File: config.mk
export PLATFORM = sky130hd
export DESIGN_NAME = hangman_rx_ctrl
export DESIGN_NICKNAME = d
export VERILOG_FILES = /design/src/rtl/hangman_rx_ctrl.sv
export SDC_FILE = /design/constraint.sdc
export NUM_CORES = 1
export LEC_CHECK = 0
export ABC_AREA = 1
export CORE_MARGIN = 4
export CORE_UTILIZATION = 25
export DETAILED_ROUTE_END_ITERATION = 8
export GPL_TIMING_DRIVEN = 0
export PLACE_DENSITY = 0.5
export SLEW_MARGIN = 5
export SYNTH_ARGS = -nofsm -noshare
export SYNTH_HDL_FRONTEND = slang
export SYNTH_SLANG_ARGS = --single-unit
File: constraint.sdc
create_clock -name clk -period 2.15 [get_ports clk]
set_input_delay 0.5375 -clock clk [delete_from_list [all_inputs] [get_ports clk]]
set_output_delay 0.5375 -clock clk [all_outputs]
set_load 0.05 [all_outputs]
File: src/rtl/hangman_rx_ctrl.sv
// Receive-side controller for the hangman player station: arms the UART path,
// turns each received byte into a fresh uppercase guess and reports errors.
module hangman_rx_ctrl #(
  parameter int ERR_HOLD = 200,
  parameter int TIMEOUT  = 30000
) (
  input  logic        clk,
  input  logic        Rst,
  input  logic        enable,
  input  logic        new_game,
  input  logic [7:0]  rx_byte,
  input  logic        rx_valid,
  input  logic        rx_err,
  output logic        rec_ready,
  output logic [7:0]  guess,
  output logic        guess_valid,
  input  logic        guess_ack,
  output logic        err_LED,
  output logic        dup_guess,
  output logic        timeout,
  output logic [25:0] used_mask
);

  localparam int TW = (TIMEOUT > 1) ? $clog2(TIMEOUT) : 1;
  localparam int HW = (ERR_HOLD > 1) ? $clog2(ERR_HOLD) : 1;

  typedef enum logic [2:0] {
    S_IDLE,
    S_ARM,
    S_CHECK,
    S_PRESENT,
    S_ERR
  } state_t;

  state_t      r_state;
  logic        r_rec_ready;
  logic [7:0]  r_guess;
  logic        r_guess_valid;
  logic        r_err_led;
  logic        r_dup;
  logic        r_timeout;
  logic [25:0] r_used_mask;
  logic [TW-1:0] r_timer;
  logic [HW-1:0] r_hold;
  logic [7:0]  r_byte;

  logic        w_is_lower;
  logic        w_is_upper;
  logic        w_is_letter;
  logic [7:0]  w_letter;
  logic [4:0]  w_idx;
  logic [25:0] w_letter_bit;
  logic        w_is_dup;

  assign w_is_lower  = (r_byte >= 8'h61) && (r_byte <= 8'h7A);
  assign w_is_upper  = (r_byte >= 8'h41) && (r_byte <= 8'h5A);
  assign w_is_letter = w_is_lower || w_is_upper;
  assign w_letter    = w_is_lower ? (r_byte - 8'h20) : r_byte;
  // 'A'..'Z' have low five bits 1..26, so the mask index is one less.
  assign w_idx       = w_letter[4:0] - 5'd1;

  genvar gi;
  generate
    for (gi = 0; gi < 26; gi++) begin : g_letter_bit
      assign w_letter_bit[gi] = (w_idx == 5'(gi));
    end
  endgenerate

  assign w_is_dup = |(r_used_mask & w_letter_bit);

  always_ff @(posedge clk) begin
    if (Rst || new_game) begin
      r_state       <= S_IDLE;
      r_rec_ready   <= 1'b0;
      r_guess       <= 8'h00;
      r_guess_valid <= 1'b0;
      r_err_led     <= 1'b0;
      r_dup         <= 1'b0;
      r_timeout     <= 1'b0;
      r_used_mask   <= '0;
      r_timer       <= '0;
      r_hold        <= '0;
      r_byte        <= 8'h00;
    end else begin
      r_dup     <= 1'b0;
      r_timeout <= 1'b0;
      case (r_state)
        S_IDLE: begin
          r_rec_ready <= 1'b0;
          if (enable) begin
            r_state     <= S_ARM;
            r_rec_ready <= 1'b1;
            r_timer     <= '0;
          end
        end
        S_ARM: begin
          if (!enable) begin
            r_state     <= S_IDLE;
            r_rec_ready <= 1'b0;
          end else if (rx_err) begin
            r_state     <= S_ERR;
            r_rec_ready <= 1'b0;
            r_err_led   <= 1'b1;
            r_hold      <= '0;
          end else if (rx_valid) begin
            r_state     <= S_CHECK;
            r_byte      <= rx_byte;
            r_rec_ready <= 1'b0;
          end else if (r_timer == TW'(TIMEOUT - 1)) begin
            r_timeout <= 1'b1;
            r_timer   <= '0;
          end else begin
            r_timer <= r_timer + TW'(1);
          end
        end
        S_CHECK: begin
          if (!w_is_letter) begin
            r_state   <= S_ERR;
            r_err_led <= 1'b1;
            r_hold    <= '0;
          end else if (w_is_dup) begin
            r_state     <= S_ARM;
            r_dup       <= 1'b1;
            r_rec_ready <= 1'b1;
            r_timer     <= '0;
          end else begin
            r_state       <= S_PRESENT;
            r_guess       <= w_letter;
            r_guess_valid <= 1'b1;
            r_used_mask   <= r_used_mask | w_letter_bit;
          end
        end
        S_PRESENT: begin
          // Hold the guess until the game logic takes it, even if enable drops.
          if (r_guess_valid && guess_ack) begin
            r_guess_valid <= 1'b0;
            if (enable) begin
              r_state     <= S_ARM;
              r_rec_ready <= 1'b1;
              r_timer     <= '0;
            end else begin
              r_state <= S_IDLE;
            end
          end
        end
        S_ERR: begin
          if (r_hold == HW'(ERR_HOLD - 1)) begin
            r_err_led <= 1'b0;
            if (enable) begin
              r_state     <= S_ARM;
              r_rec_ready <= 1'b1;
              r_timer     <= '0;
            end else begin
              r_state <= S_IDLE;
            end
          end else begin
            r_hold <= r_hold + HW'(1);
          end
        end
        default: begin
          r_state     <= S_IDLE;
          r_rec_ready <= 1'b0;
        end
      endcase
    end
  end

  assign rec_ready   = r_rec_ready;
  assign guess       = r_guess;
  assign guess_valid = r_guess_valid;
  assign err_LED     = r_err_led;
  assign dup_guess   = r_dup;
  assign timeout     = r_timeout;
  assign used_mask   = r_used_mask;

endmodule

Word level (Yosys, flattened, before mapping):

Cells that the tools add are included.

* register bits after elaboration: 73
* output and inout port bits: 39

* mux-type cells: 47
* bitwise logic cells: 8
* $lt $le $gt $ge: 4
* add/sub/neg operators: 4
* eq/ne operators: 44
* reductions and logical operators: 21

Operator list (number)
* $mux W15: 9
* $pmux W15 S5: 1
* $eq A5 B5 Y1 const B: 10
* $eq A5 B4 Y1 const B: 8
* $mux W8: 5
* $and A26 B26 Y26: 1
* $or A26 B26 Y26: 1
* $reduce_or A26 Y1: 1
* $ne A2 B2 Y1 const B: 12
* $pmux W8 S3: 1
* $mux W3: 7
* $eq A5 B3 Y1 const B: 4
* $mux W1: 19
* $ge A8 B7 Y1 const B: 2
* $le A8 B7 Y1 const B: 2
* $add A15 B1 Y15 const B: 1
* $eq A15 B15 Y1 const B: 1
* $pmux W3 S5: 1
* $reduce_and A5 Y1: 3
* $reduce_and A4 Y1: 3
* $eq A5 B2 Y1 const B: 2
* $add A8 B1 Y8 const B: 1
* $eq A8 B8 Y1 const B: 1
* $reduce_and A8 Y1: 1
* 22 further kinds: 31

Depth between registers and ports, before layout:

* depth in word-level cells: 10
* mapped depth: 18

Worst setup path after synthesis:

No wires, ideal clock.

* path kind: reg2reg
* from: reg r_byte[0]
* to: reg r_guess[4] (netlist: guess[4])
* arrival: 1.814 ns
* buffers on the path: 4
* period minus slack after synthesis: 1.955 ns
* library setup time: 0.141 ns
* slack: 0.195 ns
* cell stages (with the launch flop): 19
* cell sequence: dfxtp_1 buf_6 nor2_8 nand2_1 nand2_1 nand2_2 buf_6 nor2_1 nand2_1 nand2_1 nor2_1 nand2_1 nor2_4 nand3_2 clkinv_1 buf_6 buf_12 nand2_2 a21oi_2

* cells in the longest elaborated chain, start to end: 9
* elaborated cells on any way between the ends: 40

Ends and longest elaborated chain
* start: declaration: RTL line 45 `logic [7:0] r_byte;`
* start signal: assignment: RTL line 107 `r_byte <= rx_byte;`
* $ge A8 B7 Y1 or $le A8 B7 Y1 (tied branches): RTL line 55 `assign w_is_lower = (r_byte >= 8'h61) && (r_byte <= 8'h7A);`
* $logic_and A1 B1 Y1: RTL line 55
* $mux W8: RTL line 58 `assign w_letter = w_is_lower ? (r_byte - 8'h20) : r_byte;`
* $sub A5 B1 Y5: RTL line 60 `assign w_idx = w_letter[4:0] - 5'd1;`
* $eq A5 B1 Y1 (tied with other cells): RTL line 65 `assign w_letter_bit[gi] = (w_idx == 5'(gi));`
* $and A26 B26 Y26: RTL line 69 `assign w_is_dup = |(r_used_mask & w_letter_bit);`
* $reduce_or A26 Y1: RTL line 69
* $not A1 Y1 (no source line)
* $reduce_and A3 Y1 (no source line)
* end signal: assignment: RTL line 128 `r_guess <= w_letter;`
* end: declaration: RTL line 37 `logic [7:0] r_guess;`

Parallel ways exist; a longest one is shown, timed or not.
A chain may end at the register's enable or synchronous reset.

Worst setup path in the final report:

* from: reg r_byte[3]
* to: reg r_guess[4] (netlist: guess[4])

The elaborated chain is that of the path after synthesis.

==> flow_summary.html <==
<table>
<tr><th>Metric</th><th>Value</th></tr>
<tr><th colspan="2">Routing</th></tr>
<tr><td>Topmost layer with routed signal wires</td><td>met4</td></tr>
<tr><td>DR iter-0 viols</td><td>about 240</td></tr>
<tr><td>WL met1</td><td>roughly 6000 um</td></tr>
<tr><td>Total vias in the final route</td><td>between 4,000 and 5,000</td></tr>
<tr><td>Count of unresolved DRC violations after routing</td><td>0</td></tr>
<tr><td>Antenna Violating Nets Remaining</td><td>0</td></tr>
<tr><td>Wire length per cell</td><td>13.5 um</td></tr>
<tr><td>Number of iterations in the first detailed-routing pass</td><td>4</td></tr>
<tr><td>Amount of wire on met3 after detailed routing</td><td>476 um</td></tr>
<tr><td>Mean number of vias per cell</td><td>about 4.5</td></tr>
<tr><td>Total length of routed met2 wires</td><td>roughly 6100 um</td></tr>
<tr><td>Total Wirelength</td><td>12,700 um</td></tr>
<tr><th colspan="2">Synthesis</th></tr>
<tr><td>Netlist cell types</td><td>36</td></tr>
<tr><td>Post-synthesis instance area</td><td>between 0.004 and 0.005 mm2</td></tr>
<tr><td>Top cell type by total area after synthesis</td><td>sky130_fd_sc_hd__dfxtp_1</td></tr>
<tr><td>Number of nets produced by synthesis</td><td>642</td></tr>
<tr><td>Number of cells produced by synthesis</td><td>around 620</td></tr>
<tr><td>Ranking of synthesized cells by instance count</td><td>sky130_fd_sc_hd__nand2_1 (144), sky130_fd_sc_hd__inv_1 (85), sky130_fd_sc_hd__nor2_1 (84), sky130_fd_sc_hd__dfxtp_1 (73), sky130_fd_sc_hd__a21oi_1 (42)</td></tr>
<tr><td>Mapped Avg Cell Area</td><td>roughly 6.6 um2</td></tr>
<tr><td>Total of warnings raised by yosys</td><td>0</td></tr>
<tr><td>Area contributors post-synth</td><td>sky130_fd_sc_hd__dfxtp_1 (35%), sky130_fd_sc_hd__nand2_1 (13%), sky130_fd_sc_hd__inv_1 (7.7%), sky130_fd_sc_hd__nor2_1 (7.6%), sky130_fd_sc_hd__a21oi_1 (5.1%)</td></tr>
<tr><td>Sequential share of the synthesized area</td><td>between 30% and 40%</td></tr>
<tr><td>Synthesized flop and latch total</td><td>between 70 and 80</td></tr>
<tr><td>Share of synthesized flip-flops with an asynchronous set or reset</td><td>0%</td></tr>
<tr><td>Number of enable flip-flop cells after synthesis</td><td>0</td></tr>
<tr><td>Most numerous cell in the Yosys netlist</td><td>sky130_fd_sc_hd__nand2_1</td></tr>
<tr><td>Predominant post-synthesis flop cell</td><td>sky130_fd_sc_hd__dfxtp_1</td></tr>
<tr><td>Top cell type's share of synthesized area</td><td>a little over a third</td></tr>
<tr><th colspan="2">Floorplan</th></tr>
<tr><td>I/O pin count</td><td>54</td></tr>
<tr><td>Starting Density</td><td>about a quarter</td></tr>
<tr><td>Horizontal die dimension</td><td>approximately 140 um</td></tr>
<tr><td>CORE AREA</td><td>around 0.016 mm2</td></tr>
<tr><td>Floorplan die area</td><td>between 0.015 and 0.02 mm2</td></tr>
<tr><td>Total number of placement rows</td><td>46</td></tr>
<tr><td>Die height</td><td>approximately 140 um</td></tr>
<tr><th colspan="2">Worst setup path</th></tr>
<tr><td>Worst Path Max Fanout</td><td>5</td></tr>
<tr><td>Beginning of the worst register-to-register path</td><td>r_byte[3]$_SDFFE_PP0P_</td></tr>
<tr><td>Startpoint Class</td><td>flip-flop</td></tr>
<tr><td>Destination of the worst register-to-register timing path</td><td>guess[4]$_SDFFE_PP0P_</td></tr>
<tr><td>Worst Reg2Reg Path Length in Cells</td><td>17</td></tr>
<tr><td>Data arrival at the endpoint of the critical path</td><td>between 2000 and 2500 ps</td></tr>
<tr><td>Start-to-end type of the worst setup path</td><td>flip-flop to flip-flop</td></tr>
<tr><td>Register-to-Register Setup Slack</td><td>-30 ps</td></tr>
<tr><td>CP Data Required Time</td><td>about 2400 ps</td></tr>
<tr><td>CP Capture Type</td><td>flip-flop</td></tr>
<tr><th colspan="2">Timing</th></tr>
<tr><td>Final worst setup slack</td><td>-32.4 ps</td></tr>
<tr><td>Count of endpoints failing hold in the final timing report</td><td>0</td></tr>
<tr><td>Slew @ Worst Pin</td><td>approximately 770 ps</td></tr>
<tr><td>Max_slew headroom</td><td>48.6%</td></tr>
<tr><td>Timing-limited maximum frequency</td><td>~0.46 GHz</td></tr>
<tr><td>Share of the clock period used by the worst path</td><td>102%</td></tr>
<tr><td>Hold slack</td><td>438 ps</td></tr>
<tr><td>Largest clock skew in the final design</td><td>roughly 7.6 ps</td></tr>
<tr><td>Max-slew violation total from the final report</td><td>0</td></tr>
<tr><td>Unrepaired setup endpoints after global routing</td><td>true</td></tr>
<tr><td>Count of endpoints failing setup in the final report</td><td>10</td></tr>
<tr><td>Shortest clock period the worst path allows after layout</td><td>about 2200 ps</td></tr>
<tr><th colspan="2">CTS</th></tr>
<tr><td>CTS root buffer</td><td>sky130_fd_sc_hd__clkbuf_16</td></tr>
<tr><td>Number of H-tree levels</td><td>3</td></tr>
<tr><td>Clock edge transition at the registers on the reported setup and hold paths</td><td>roughly 60 ps</td></tr>
<tr><td>Worst skew pair latency</td><td>between 300 and 400 ps</td></tr>
<tr><td>Number of buffers inserted by hold repair at cts</td><td>0</td></tr>
<tr><td>Clock tree from TritonCTS</td><td>done</td></tr>
<tr><td>Sinks on the clock net</td><td>73</td></tr>
<tr><td>Maximum clock path buffer count</td><td>2</td></tr>
<tr><td>Number of buffers inserted during clock tree synthesis</td><td>9</td></tr>
<tr><th colspan="2">Global routing</th></tr>
<tr><td>Pin count of the biggest net entering global routing</td><td>14</td></tr>
<tr><td>Global-route total usage across every layer</td><td>13.7%</td></tr>
<tr><td>Grt ovf</td><td>0</td></tr>
<tr><td>Number of antenna violations at the first check in global routing</td><td>0</td></tr>
<tr><td>Number of global-route vias before repair</td><td>around 4,000</td></tr>
<tr><td>Wire length of the first global-routing pass</td><td>between 20,000 and 25,000 um</td></tr>
<tr><th colspan="2">Min path</th></tr>
<tr><td>Worst Hold Class</td><td>flip-flop to flip-flop</td></tr>
<tr><td>Hold depth</td><td>2</td></tr>
<tr><td>Worst Hold Path EP</td><td>guess[5]$_SDFFE_PP0P_</td></tr>
<tr><td>Beginning of the worst hold path</td><td>guess[5]$_SDFFE_PP0P_</td></tr>
<tr><th colspan="2">Cells and area</th></tr>
<tr><td>Nets</td><td>740</td></tr>
<tr><td>Area Overhead vs Synth</td><td>47.5%</td></tr>
<tr><td>Fill cell total of the finished layout</td><td>1,688</td></tr>
<tr><td>Ratio of cells with drive above 1 in the final layout</td><td>between 20 and 30%</td></tr>
<tr><td>Final antenna diode count</td><td>0</td></tr>
<tr><td>Fin cells</td><td>about 940</td></tr>
<tr><td>Final core occ</td><td>between 30% and 40%</td></tr>
<tr><th colspan="2">Pwr</th></tr>
<tr><td>P per Cell Area</td><td>between 500 and 600 mW/mm2</td></tr>
<tr><td>Static leakage</td><td>~0.0025 uW</td></tr>
<tr><td>Peak supply drop</td><td>approximately 0.5 mV</td></tr>
<tr><th colspan="2">Run status</th></tr>
<tr><td>Run status</td><td>finished with violations</td></tr>
<tr><td>Violations in the final reports</td><td>setup timing</td></tr>
<tr><th colspan="2">Place</th></tr>
<tr><td>Post-detail-place hpwl</td><td>just under 9000 um</td></tr>
<tr><td>Cell total after placement</td><td>892</td></tr>
<tr><td>Setup WS pre-CTS</td><td>-363 ps</td></tr>
<tr><td>Number of buffer cells added on primary ports</td><td>53</td></tr>
<tr><td>Final weighted congestion in routability-driven placement</td><td>between 0.8 and 0.9</td></tr>
<tr><th colspan="2">Flow run</th></tr>
<tr><td>Number of violations of the max-capacitance limit</td><td>0</td></tr>
</table>
-- per-layer routing --
metal,track usage (%),vias up
met1,17.4,1918
met2,22.7,67
met5,0,-
met3,2.98,17
met4,5.21,0
li1,-,2196
-- logic make-up (layout without fill, tap and decap cells) --
logic type | after synthesis | count (layout) | share of synthesized area (%)
DFF | 73 | 73 | 35.3
and+or+nand+nor | 344 | 344 | 38.7
adders and majority gates | 4 | 4 | 1.21
AOI/OAI and AO/OA | 81 | 81 | 11.4
xor gates and xnor gates | 6 | 6 | 1.27
buffers and inverters | 115 | 218 | 12.1
-- cells in the final DEF (no fill, tap or decap), types with 7 or more instances in the layout --
master                              n
sky130_fd_sc_hd__nand2_2           28
sky130_fd_sc_hd__nor2_1            62
sky130_fd_sc_hd__dfxtp_1           69
sky130_fd_sc_hd__o21ai_0           19
sky130_fd_sc_hd__clkbuf_1           7
sky130_fd_sc_hd__a21oi_1           31
sky130_fd_sc_hd__nor2_2            18
sky130_fd_sc_hd__nand3_1           29
sky130_fd_sc_hd__nand3b_1           8
sky130_fd_sc_hd__inv_1             70
sky130_fd_sc_hd__buf_6             15
sky130_fd_sc_hd__a21oi_2           21
sky130_fd_sc_hd__inv_2             15
sky130_fd_sc_hd__nand4_1           33
sky130_fd_sc_hd__nand2_4           21
sky130_fd_sc_hd__clkdlybuf4s50_1   51
sky130_fd_sc_hd__nor3_1            13
sky130_fd_sc_hd__nand2_1          109
sky130_fd_sc_hd__clkbuf_16          9
sky130_fd_sc_hd__buf_4             23
-- repair_timing --
action,4_1_cts,5_1_grt
gates resized for setup,57,105
pin swaps,15,36
setup endpoints to repair,59,65
setup buffers,24,11
gates cloned,3,0
-- stage by stage --
| step | total power [uW] | TNS, ps | cell area, um2 |
|---|---|---|---|
| final | 3410 | -144 | 6110 |
| after global routing | 3540 | -6680 | 6110 |
| after CTS | 3420 | -983 | 5730 |
| after detailed placement | 1670 | -13180 | 4940 |
| after global placement | 1670 | -13440 | 4940 |
| after floorplan | 1580 | 0 | 4140 |
-- power breakdown --
group / leakage, uW / internal [uW] / switching (uW)
clock: 0.000169 / 1110 / 578
combinational: 0.00171 / 135 / 199
sequential: 0.000592 / 1370 / 15.9
-- sequential cells by signal, summed over array words and instances, names as in the netlist --
register and cells:
r_timer 15, guess 8, rec_ready 1, r_hold 8, timeout 1, guess_valid 1, r_state 3, used_mask 26
r_byte 8, dup_guess 1, err_LED 1
-- worst max-delay path, stage by stage, from the launching register on --
cell and delay (ps):
sky130_fd_sc_hd__dfxtp_4 370, sky130_fd_sc_hd__nor2_4 160, sky130_fd_sc_hd__nand3_4 110, sky130_fd_sc_hd__nand2_4 110, sky130_fd_sc_hd__buf_6 120, sky130_fd_sc_hd__nor2_2 40, sky130_fd_sc_hd__nand2_1 60, sky130_fd_sc_hd__nand2_1 40
sky130_fd_sc_hd__nor2_1 90, sky130_fd_sc_hd__nand2_1 110, sky130_fd_sc_hd__nor2_4 210, sky130_fd_sc_hd__nand3_4 110, sky130_fd_sc_hd__clkinv_4 60, sky130_fd_sc_hd__buf_8 110, sky130_fd_sc_hd__buf_12 110, sky130_fd_sc_hd__buf_12 120
sky130_fd_sc_hd__nand2_4 50, sky130_fd_sc_hd__a21oi_2 130
-- how the worst max path moves through the flow --
stage                                start                    endpoint  slack (ps)  cells after the start
floorplan           r_byte[0]$_SDFFE_PP0P_       guess[4]$_SDFFE_PP0P_         190                     18
global placement                    rx_err     r_timer[4]$_SDFFE_PP0P_        -350                      9
detailed placement               guess_ack     r_timer[4]$_SDFFE_PP0P_        -360                     10
CTS                 r_byte[0]$_SDFFE_PP0P_  used_mask[18]$_SDFFE_PP0P_         -70                     17
global route        r_byte[0]$_SDFFE_PP0P_       guess[6]$_SDFFE_PP0P_        -190                     17
finish              r_byte[3]$_SDFFE_PP0P_       guess[4]$_SDFFE_PP0P_         -30                     17
-- final cells by class --
cell class,count,area (um2),area share (%)
clock buffers,12,267,4.36
plain buffers,22,171,2.81
inverters,89,349,5.71
well taps,216,270,4.42
clock inverters,4,73.8,1.21
multi-input cells,435,2560,42.0
repair buffers,91,941,15.4
flip-flops and latches,73,1470,24.1
No activity file was read; power rests on OpenSTA's default activity.
